File: src/rtl/io_port_bank.sv
// io_port_bank
//   Memory-mapped I/O peripheral beside the data RAM: CHANNELS read-only input
//   ports, a read/write output register, a status register with sticky error
//   bits, and a sequential double-dabble converter driving sign-magnitude
//   seven-segment BCD digits.
//   Optional feature: define IO_PORT_SYNC_EN to put a 2-flop synchroniser on
//   every input channel (pin-to-read latency becomes 3 cycles instead of 1).
//   Sizing: 10**DIGITS must exceed 2**(WIDTH-1) so the largest magnitude fits.

`ifdef IO_PORT_SYNC_EN
// Per-channel 2-flop synchroniser
module io_port_sync_lane #(
  parameter int WIDTH = 8
) (
  input  logic             clk,
  input  logic             resetN,
  input  logic [WIDTH-1:0] pin,
  output logic [WIDTH-1:0] val
);
  logic [WIDTH-1:0] meta;

  // two-stage capture of the asynchronous pins
  always_ff @(posedge clk or negedge resetN)
    if (!resetN) begin
      meta <= '0;
      val  <= '0;
    end else begin
      meta <= pin;
      val  <= meta;
    end
endmodule
`endif

module io_port_bank #(
  parameter int                WIDTH     = 8,
  parameter int                CHANNELS  = 7,
  parameter int                ADDR_W    = 8,
  parameter logic [ADDR_W-1:0] IN_BASE   = 8'hF0,
  parameter logic [ADDR_W-1:0] OUT_ADDR  = 8'hFE,
  parameter logic [ADDR_W-1:0] STAT_ADDR = 8'hFF,
  parameter int                DIGITS    = 3
) (
  input  logic                      clk,
  input  logic                      resetN,
  input  logic                      bus_readWriteN,
  input  logic [ADDR_W-1:0]         bus_address,
  input  logic [WIDTH-1:0]          bus_wdata,
  output logic [WIDTH-1:0]          bus_rdata,
  output logic                      bus_hit,
  input  logic [CHANNELS*WIDTH-1:0] in_data,
  output logic [3:0]                seven_seg_sign,
  output logic [4*DIGITS-1:0]       seven_seg_digits,
  output logic                      conv_busy,
  output logic                      error
);

  localparam int BCD_W = 4*DIGITS;
  localparam int CNT_W = $clog2(WIDTH+1);

  localparam logic [3:0] SIGN_MINUS = 4'hF;
  localparam logic [3:0] SIGN_BLANK = 4'hE;

  typedef enum logic [1:0] {S_IDLE, S_LOAD, S_SHIFT, S_DONE} conv_state_t;

  // ---------------------------------------------------------------------------
  // Input channels
  // ---------------------------------------------------------------------------
  logic [CHANNELS-1:0][WIDTH-1:0] ch;

`ifdef IO_PORT_SYNC_EN
  for (genvar k = 0; k < CHANNELS; k++) begin : g_lane
    io_port_sync_lane #(.WIDTH(WIDTH)) u_lane (
      .clk    (clk),
      .resetN (resetN),
      .pin    (in_data[k*WIDTH +: WIDTH]),
      .val    (ch[k])
    );
  end
`else
  assign ch = in_data;
`endif

  logic in_sign_err;

  // any negative-looking input channel flags a sign error
  always_comb begin
    in_sign_err = 1'b0;
    for (int k = 0; k < CHANNELS; k++)
      in_sign_err = in_sign_err | ch[k][WIDTH-1];
  end

  // ---------------------------------------------------------------------------
  // Address decode
  // ---------------------------------------------------------------------------
  // Offset computed one bit wider so addresses below IN_BASE wrap to a large
  // value and fall outside the channel window.
  logic [ADDR_W:0]  ch_off;
  logic             ch_hit, out_hit, stat_hit, any_hit;
  logic [WIDTH-1:0] ch_rd;

  assign ch_off   = {1'b0, bus_address} - {1'b0, IN_BASE};
  assign ch_hit   = ch_off < (ADDR_W+1)'(CHANNELS);
  assign out_hit  = bus_address == OUT_ADDR;
  assign stat_hit = bus_address == STAT_ADDR;
  assign any_hit  = ch_hit | out_hit | stat_hit;

  // select the addressed channel
  always_comb begin
    ch_rd = '0;
    for (int k = 0; k < CHANNELS; k++)
      if (ch_off == (ADDR_W+1)'(k)) ch_rd = ch[k];
  end

  logic wr_out, wr_stat_clr;
  assign wr_out      = !bus_readWriteN && out_hit;
  assign wr_stat_clr = !bus_readWriteN && stat_hit && bus_wdata[0];

  // ---------------------------------------------------------------------------
  // Output register and sticky status
  // ---------------------------------------------------------------------------
  logic [WIDTH-1:0] out_reg;
  logic             neg_sticky, ovf_sticky;

  // output register loads on every OUT_ADDR write
  always_ff @(posedge clk or negedge resetN)
    if (!resetN)     out_reg <= '0;
    else if (wr_out) out_reg <= bus_wdata;

  // sticky flags: a set in the same edge as a clear wins
  always_ff @(posedge clk or negedge resetN)
    if (!resetN) begin
      neg_sticky <= 1'b0;
      ovf_sticky <= 1'b0;
    end else begin
      if (wr_out && bus_wdata[WIDTH-1])
        neg_sticky <= 1'b1;
      else if (wr_stat_clr)
        neg_sticky <= 1'b0;
      // nonzero store over a negative value that differs from it: a wrapped result
      if (wr_out && (|bus_wdata) && out_reg[WIDTH-1] && (bus_wdata != out_reg))
        ovf_sticky <= 1'b1;
      else if (wr_stat_clr)
        ovf_sticky <= 1'b0;
    end

  assign error = in_sign_err | neg_sticky | ovf_sticky | out_reg[WIDTH-1];

  // ---------------------------------------------------------------------------
  // Bus read path
  // ---------------------------------------------------------------------------
  logic [WIDTH-1:0] stat_val, rd_mux;

  // status word layout and read-data mux
  always_comb begin
    stat_val      = '0;
    stat_val[3:0] = {conv_busy, in_sign_err, ovf_sticky, neg_sticky};
    rd_mux        = '0;
    if (ch_hit)        rd_mux = ch_rd;
    else if (out_hit)  rd_mux = out_reg;
    else if (stat_hit) rd_mux = stat_val;
  end

  // registered read data and hit; writes leave rdata untouched
  always_ff @(posedge clk or negedge resetN)
    if (!resetN) begin
      bus_rdata <= '0;
      bus_hit   <= 1'b0;
    end else begin
      bus_hit <= any_hit;
      if (bus_readWriteN) bus_rdata <= rd_mux;
    end

  // ---------------------------------------------------------------------------
  // Binary-to-BCD converter FSM
  // ---------------------------------------------------------------------------
  conv_state_t      state, state_nxt;
  logic [CNT_W-1:0] shift_cnt;
  logic [WIDTH-1:0] mag;
  logic [BCD_W-1:0] bcd, bcd_adj;
  logic             conv_sign;

  // state register
  always_ff @(posedge clk or negedge resetN)
    if (!resetN) state <= S_IDLE;
    else         state <= state_nxt;

  // next state: an output write always (re)starts at LOAD
  always_comb begin
    state_nxt = state;
    if (wr_out) begin
      state_nxt = S_LOAD;
    end else begin
      case (state)
        S_IDLE:  state_nxt = S_IDLE;
        S_LOAD:  state_nxt = S_SHIFT;
        S_SHIFT: if (shift_cnt == CNT_W'(WIDTH-1)) state_nxt = S_DONE;
        S_DONE:  state_nxt = S_IDLE;
        default: state_nxt = S_IDLE;
      endcase
    end
  end

  // FSM outputs
  always_comb begin
    conv_busy = (state != S_IDLE);
  end

  // double-dabble correction: nibbles of 5 or more get +3 before the shift
  always_comb begin
    bcd_adj = bcd;
    for (int d = 0; d < DIGITS; d++)
      if (bcd[4*d +: 4] >= 4'd5) bcd_adj[4*d +: 4] = bcd[4*d +: 4] + 4'd3;
  end

  // conversion datapath; an aborting write suppresses the current step
  always_ff @(posedge clk or negedge resetN)
    if (!resetN) begin
      shift_cnt        <= '0;
      mag              <= '0;
      bcd              <= '0;
      conv_sign        <= 1'b0;
      seven_seg_digits <= '0;
      seven_seg_sign   <= SIGN_BLANK;
    end else if (!wr_out) begin
      case (state)
        S_LOAD: begin
          // WIDTH-bit magnitude holds -2**(WIDTH-1) exactly as an unsigned value
          conv_sign <= out_reg[WIDTH-1];
          mag       <= out_reg[WIDTH-1] ? -out_reg : out_reg;
          bcd       <= '0;
          shift_cnt <= '0;
        end
        S_SHIFT: begin
          bcd       <= {bcd_adj[BCD_W-2:0], mag[WIDTH-1]};
          mag       <= {mag[WIDTH-2:0], 1'b0};
          shift_cnt <= shift_cnt + 1'b1;
        end
        S_DONE: begin
          // digits and sign change together so the display never tears
          seven_seg_digits <= bcd;
          seven_seg_sign   <= conv_sign ? SIGN_MINUS : SIGN_BLANK;
        end
        default: ;
      endcase
    end

endmodule

File: config.mk
export PLATFORM = sky130hd
export DESIGN_NAME = io_port_bank
export DESIGN_NICKNAME = d
export VERILOG_FILES = /design/src/rtl/io_port_bank.sv
export SDC_FILE = /design/constraint.sdc
export NUM_CORES = 1
export LEC_CHECK = 0
export ABC_AREA = 1
export CORE_ASPECT_RATIO = 1.2
export CORE_UTILIZATION = 40
export DETAILED_ROUTE_END_ITERATION = 10
export PLACE_DENSITY_LB_ADDON = 0.1
export SYNTH_ARGS = -nofsm -noshare
export SYNTH_HDL_FRONTEND = slang
export SYNTH_SLANG_ARGS = --single-unit
File: constraint.sdc
create_clock -name clk -period 1.7 [get_ports clk]
set_input_delay 0.34 -clock clk [delete_from_list [all_inputs] [get_ports clk]]
set_output_delay 0.34 -clock clk [all_outputs]
set_load 0.05 [all_outputs]
==> impl_results.md, run 1 <==
- Max-slew headroom: between 60% and 70%
- Total power: between 4 and 5 mW
- Area Growth Syn to Fin: 55.2%
- First-pass GRT wire length: about 18 mm
- Final setup fails: 0
- Peak supply drop: approximately 0.34 mV
- Synth Cell Area: 0.00374 sq mm
- #FFs+latches synth: 59
- Final worst path period need: roughly 1.6 ns
- RSZ-0062 raised after global routing: yes
- CP arrival: roughly 1.9 ns
- Final period utilization: between 90% and 100%
- Initial DRC Count: ~190
- WS Path Type: input port to register
- Critical Path Max Stage Delay: approximately 0.16 ns
- Critical Path Sink Type: register
- Vias: between 3k and 4k
- Pwr dens: 784 mW/mm^2
- Port Buffers: 98
- Final Skew: 0.00490 ns
- DRC: 0
- Die Height: approximately 110 microns
- Routed wire length: ~11 mm
- Final Util: 63.9%
- CTS H-tree lvls: 3
- Core area: 0.00908 sq mm
- Post-DP HPWL: around 8.6 mm
- Worst endpoint required time: slightly below 2 ns
- Distinct cell type count after synthesis: between 40 and 50
- Seq/Total Area, Yosys: between 30 and 40%
- Largest area contributor in the netlist: dfrtp_1
- CTS root buf: clkbuf_8
- Largest net degree at the start of global routing: 25
- Starting Density: between 40% and 50%
- First-pass iteration count of the detailed router: 4
- TritonCTS Buffers: 9
- GRT Resource Usage Total: 23.8%
- Initial antenna violation count: 0
- Post-Syn Instances: 496
- Outcome: finished clean
- Min Hold Slack: 0.484 ns
- Synthesized area per cell: between 7 and 8 sq um
- Worst hold path startpoint: mag[6]
- Die area: ~0.0097 sq mm
- Routability cong.: about 0.96
- Final Hold Vio Count: 0
- Num Clock Sinks: 59
- Layout filler cell count: between 800 and 900
- Area share of the leading cell type in the synthesized netlist: between 30% and 40%
- Max Fanout on Critical Path: 2
- Die width: around 90 microns
- Slew at the pin with the worst max-slew slack: 0.504 ns
- Setup tns final: 0 ns
- Critical path launch point: in_data[31]
- Cell Rows: 38
- Latest clock arrival within the worst-skew pair: roughly 0.34 ns
- Drt wl/cell: between 10 and 15 microns
- Critical path startpoint category: input port
- Hold WC Path Type: register to register
- Max Cap Viol: 0
- Top flop regs: bcd: 12 flops, seven_seg_digits: 12 flops
- Warnings, synthesis: 0
- Vias/cell: ~4.9
- Design Area, Final: approximately 0.0058 sq mm
- CTS max path bufs: 2
- CP max stage cell: clkdlybuf4s15_1
- Gr ovfl total: 0
- Critical-path cell list: clkdlybuf4s15_1 > inv_1 > buf_4 > buf_4 > buf_4 > buf_4 > buf_4 > buf_4 > buf_4 > buf_4 > nor2_1 > nor2_1 > nand4_1 > nand2_1 > nand2_1 > nand2_1 > nand2_1
- Share of cells above drive strength 1: roughly 28%
- Buffer and inverter count on the worst path: 10
- Leakage: ~2.8 nW
- Layout net count: 760
- Crit-path leading delay family: buffers and inverters
- Number of global-route vias before repair: 3947
- Routed Antenna Nets: 0
- Slew Viols, Final: 0
- Cell Area, Placed: 0.00530 sq mm
- Fmax: between 600 and 700 MHz
- Clk slew on worst S/H paths: 0.06 ns
- CTS tree: yes
- Worst r2r src: bcd[4]
- Antenna cells: 0
- Crit-path most repeated cell: buf_4
- Synth top area cells: dfrtp_1, nand2_1, inv_1
- I/O pins: 102
[cell type report]
| cell class | instances | area, sq um | area share [%] |
|---|---|---|---|
| repair buffers | 176 | 1570 | 27.0 |
| clock buffers | 11 | 151 | 2.61 |
| flip-flops and latches | 59 | 1480 | 25.4 |
| inverters | 70 | 279 | 4.81 |
| clock inverters | 4 | 50.0 | 0.863 |
| multi-input cells | 355 | 2130 | 36.7 |
| well taps | 120 | 150 | 2.59 |
[through the flow]
step | setup WS (ns) | instances
global placement | -0.706 | 763
global route | -0.0358 | 795
floorplan | -0.0854 | 498
finish | 0.0513 | 795
CTS | -0.0567 | 791
detailed placement | -0.787 | 763
[metal layers]
layer	global-route usage [%]	vias up	share of wire (%)
met2	44.4	116	52
met1	25.7	1813	40
met4	10.8	0	2.8
met5	0	-	0
met3	5.08	21	5.2
li1	-	1981	-
[kinds of logic after synthesis]
logic type               synth area share, %
adder cells (fa/ha/maj)                 4.69
other                                  0.100
AND/OR/NAND/NOR                         28.7
multiplexers                           0.569
buffers and inverters                   9.71
AO/OA/AOI/OAI                           12.7
flip-flops                              39.5
XOR/XNOR                                3.98
[Yosys cell counts, drive strengths merged]
master and count:
o22ai 10, o31ai 1, xor2 12, ha 14, buf 10, o41ai 1
clkinv 1, o21ai 49, inv 69, or4 1, nand3 25, nor4 5
a21oi 12, a211oi 1, or2 2, o2111ai 1, nor2 40, conb 1
dfrtp 59, mux2i 1, o221ai 5, mux2 1, o211ai 3, nand2 129
xnor2 5, nor3 9, a22o 1, clkbuf 5, nand4 23
[timing repair]
item                                    4_1_cts  5_1_grt
cloned                                        1        0
pin swaps                                    21       28
hold endpoints to repair                     16        0
resized for setup                            63       36
setup buffers                                12        5
endpoints found under the setup margin       58       47
hold buffers                                  1        0
[worst reg2reg max path, cell delays in order, from the launching register on]
cell and delay [ns]:
dfrtp_1 0.42, inv_1 0.11, ha_1 0.22, or2_2 0.33, nand2_2 0.11, xor2_1 0.16
o22ai_1 0.10
[cell usage in the layout (no fill, tap or decap), drive strengths merged, types with 2 or more instances in the layout]
| cell type | netlist | final |
|---|---|---|
| xor2 | 12 | 12 |
| conb | 1 | 3 |
| buf | 10 | 107 |
| nand2 | 129 | 129 |
| nand4 | 23 | 23 |
| xnor2 | 5 | 5 |
| nand3 | 25 | 25 |
| clkbuf | 5 | 13 |
| ha | 14 | 14 |
| dfrtp | 59 | 59 |
| a21oi | 12 | 12 |
| o211ai | 3 | 3 |
| o221ai | 5 | 5 |
| dlygate4sd2 | 0 | 5 |
| inv | 69 | 69 |
| clkdlybuf4s15 | 0 | 2 |
| nor2 | 40 | 41 |
| o21ai | 49 | 49 |
| clkinvlp | 0 | 2 |
| clkinv | 1 | 2 |
| o22ai | 10 | 10 |
| nor3 | 9 | 9 |
| clkdlybuf4s50 | 0 | 58 |
| or2 | 2 | 2 |
| nor4 | 5 | 5 |
[worst paths after layout]
kind | endpoint | slack, ns | cells past startpoint
worst max-delay path | bus_rdata[7] | 0.05 | 17
worst min-delay path | mag[7] | 0.48 | 2
worst max register to register | bcd[5] | 0.14 | 6
worst min register to register | mag[7] | 0.48 | 2
max in group asynchronous | bus_rdata[2] | 0.69 | 3
min in group asynchronous | state[0] | 0.50 | 2
[report_power, final]
| part | internal [mW] | switching [mW] |
|---|---|---|
| clock network | 0.745 | 0.544 |
| registers | 1.61 | 0.120 |
| logic | 0.669 | 0.861 |
No activity file was read; power rests on OpenSTA's default activity.
==> run 2: changes to the inputs <==
--- a/config.mk
+++ b/config.mk
@@ -6,7 +6,7 @@
 export NUM_CORES = 1
 export LEC_CHECK = 0
 export ABC_AREA = 1
-export CORE_ASPECT_RATIO = 1.2
+export CORE_ASPECT_RATIO = 0.9
 export CORE_UTILIZATION = 40
 export DETAILED_ROUTE_END_ITERATION = 10
 export PLACE_DENSITY_LB_ADDON = 0.1
==> run 2 against run 1 <==
Against the previous run:
- the flow now finishes with violations (hold timing, setup timing)
- sequential power about the same
- critical path depth decreased by 9
- register-to-register slack about the same
- cell count decreased by 0.25%
- final area increased by 1.4%
- wire length increased by 3.9%
- worst hold slack got worse by 0.49 ns
- global-route usage increased by 0.70 points
- combinational power increased by 4%
- critical path type is now input port to primary output
- highest routed layer unchanged
==> impl_results.md, run 2 (synthesis gave the netlist of run 1 again) <==
- Final worst slack: -0.0218 ns
- Peak supply drop: about 0.57 mV
- Internal power contribution: 3.16 mW
- Area Growth Syn to Fin: 57.3%
- Clk slew on worst S/H paths: ~0.07 ns
- First-pass iteration count of the detailed router: 5
- Fmax: just under 600 MHz
- Final setup fails: 1
- Latest clock arrival within the worst-skew pair: 0.34 ns
- Total power: ~4.8 mW
- Max Cap Viol: 0
- CTS root buf: clkbuf_8
- Reg2reg end: bcd[5]
- Core area: 0.00908 sq mm
- Failing checks: hold timing, setup timing
- Die Height: 93.7 microns
- Starting Density: 41.1%
- Placed cell count: 766
- Routed wire length: ~11 mm
- Sw Share: between 30% and 40%
- Design Area, Final: ~0.0059 sq mm
- Number of global-route vias before repair: roughly 3.9k
- Drt wl/cell: 14.4 microns
- Pwr dens: 808 mW/mm^2
- Min Hold Slack: -0.00283 ns
- Layout net count: about 760
- CP arrival: ~1.4 ns
- Num Clock Sinks: 59
- Seq pwr share: 36.6%
- Reg2Reg Depth: 6
- RSZ-0062 raised after global routing: yes
- Initial antenna violation count: 0
- Clk network pwr share: 29.9%
- Vias: approximately 4k
- I/O pins: between 100 and 150
- CTS tree: yes
- Critical Path Sink Type: primary output
- Setup tns final: -0.0218 ns
- Worst r2r src: bcd[4]
- Top flop regs: bcd: 12 flops, seven_seg_digits: 12 flops
- Post-DP HPWL: roughly 8.8 mm
- Commonest cells after routing, fill and taps aside: nand2_1, buf_4, dfrtp_1
- Final worst path period need: 1.72 ns
- Cell Rows: 33
- Final Hold Vio Count: 2
- Routability cong.: between 0.9 and 1
- Non-Filler Instances: 793
- Share of cells above drive strength 1: 29.2%
- CTS H-tree lvls: 3
- Gr ovfl total: 0
- TritonCTS Buffers: 9
- Leakage: 2.85 nW
- CTS max path bufs: 2
- Most common cell after layout, fill and taps aside: nand2_1
- Die width: just over 100 microns
- First-pass GRT wire length: approximately 19 mm
- Comb pwr share: between 30% and 40%
- Max Fanout on Critical Path: 2
- Vias/cell: 4.98
- Post-place setup slack: -0.837 ns
- Largest net degree at the start of global routing: 60
- Switching power: 1.59 mW
- # hold bufs at CTS: 0
- GRT Resource Usage Total: 24.5%
- Die area: ~0.0097 sq mm
- Final Util: approximately 65%
- Worst endpoint required time: around 1.4 ns
- Critical path startpoint category: input port
- Hold WC Path Type: input port to asynchronous set/reset pin
- DRC: 0
- Routed Antenna Nets: 0
- Final period utilization: 101%
- Final Skew: about 0.009 ns
- Cell Area, Placed: between 0.005 and 0.006 sq mm
- Worst R2R Setup Slack: 0.14 ns
- WS Path Type: input port to primary output
- Outcome: finished with violations
- Port Buffers: 98
- Slew Viols, Final: 0
- Initial DRC Count: 138
- Antenna cells: 0
-- run 2: cell types whose count changed in the layout (fill, tap and decap cells not counted), sizes merged --
cell | previous run | this run
buf | 107 | 106
dlymetal6s2s | 1 | 3
clkbuf | 13 | 11
dlygate4sd3 | 1 | 0
clkdlybuf4s15 | 2 | 0
clkinv | 2 | 3
clkinvlp | 2 | 1
nor2 | 41 | 40
bufinv | 1 | 2
-- run 2: cell type report --
class | instances | area [sq um]
timing repair buffer | 173 | 1560
multi-input combinational | 354 | 2200
fill | 807 | 3200
clock inverter | 5 | 77.6
inverter | 70 | 279
clock buffer | 10 | 138
tap | 122 | 153
sequential | 59 | 1480
-- run 2: power by group through the flow --
stage / clock, mW / sequential (mW) / combinational, mW
global placement: 0 / 1.75 / 1.45
finish: 1.42 / 1.74 / 1.59
CTS: 1.45 / 1.73 / 1.48
floorplan: 0 / 1.93 / 0.635
global route: 1.50 / 1.76 / 1.73
detailed placement: 0 / 1.76 / 1.46
-- run 2: worst max-delay path, cell delays in order --
cell,delay [ns]
buf_6,0.10
nor3_4,0.18
buf_6,0.12
nand2_4,0.05
nor4_4,0.13
buf_4,0.15
nand4_1,0.12
buf_6,0.19
-- run 2: per-layer routing --
| metal | up-vias | share of wire, % | wire [microns] | track usage (%) |
|---|---|---|---|---|
| met5 | - | 0 | 0 | 0 |
| met2 | 78 | 48 | 5500 | 40.9 |
| met1 | 1885 | 47 | 5360 | 32.3 |
| li1 | 1976 | - | - | - |
| met4 | 0 | 1.2 | 136 | 7.50 |
| met3 | 9 | 4.0 | 455 | 4.79 |
-- run 2: repair_timing --
item	CTS	global route
setup buffers	5	8
gates cloned	0	0
setup endpoints to repair	59	32
hold endpoints to repair	0	0
pin swaps	14	37
gates resized for setup	56	71
-- run 2: how the worst max path moves through the flow --
stage / startpoint / to / slack (ns) / depth (start not counted)
6_report: in_data[7] / error / -0.02 / 8
4_1_cts: in_data[23] / error / -0.18 / 8
3_3_place_gp: bus_address[4] / bus_rdata[2] / -0.85 / 13
3_5_place_dp: bus_address[4] / bus_rdata[2] / -0.84 / 13
5_1_grt: in_data[7] / error / -0.10 / 8
2_1_floorplan: bus_address[4] / seven_seg_sign[0] / -0.09 / 10
==> run 3: changes to the inputs <==
--- a/config.mk
+++ b/config.mk
@@ -8,6 +8,7 @@
 export ABC_AREA = 1
 export CORE_ASPECT_RATIO = 0.9
 export CORE_UTILIZATION = 40
+export CTS_CLUSTER_DIAMETER = 100
 export DETAILED_ROUTE_END_ITERATION = 10
 export PLACE_DENSITY_LB_ADDON = 0.1
 export SYNTH_ARGS = -nofsm -noshare
==> results of run 3 <==
Final layout, timing and power as in run 2 (identical DEF).
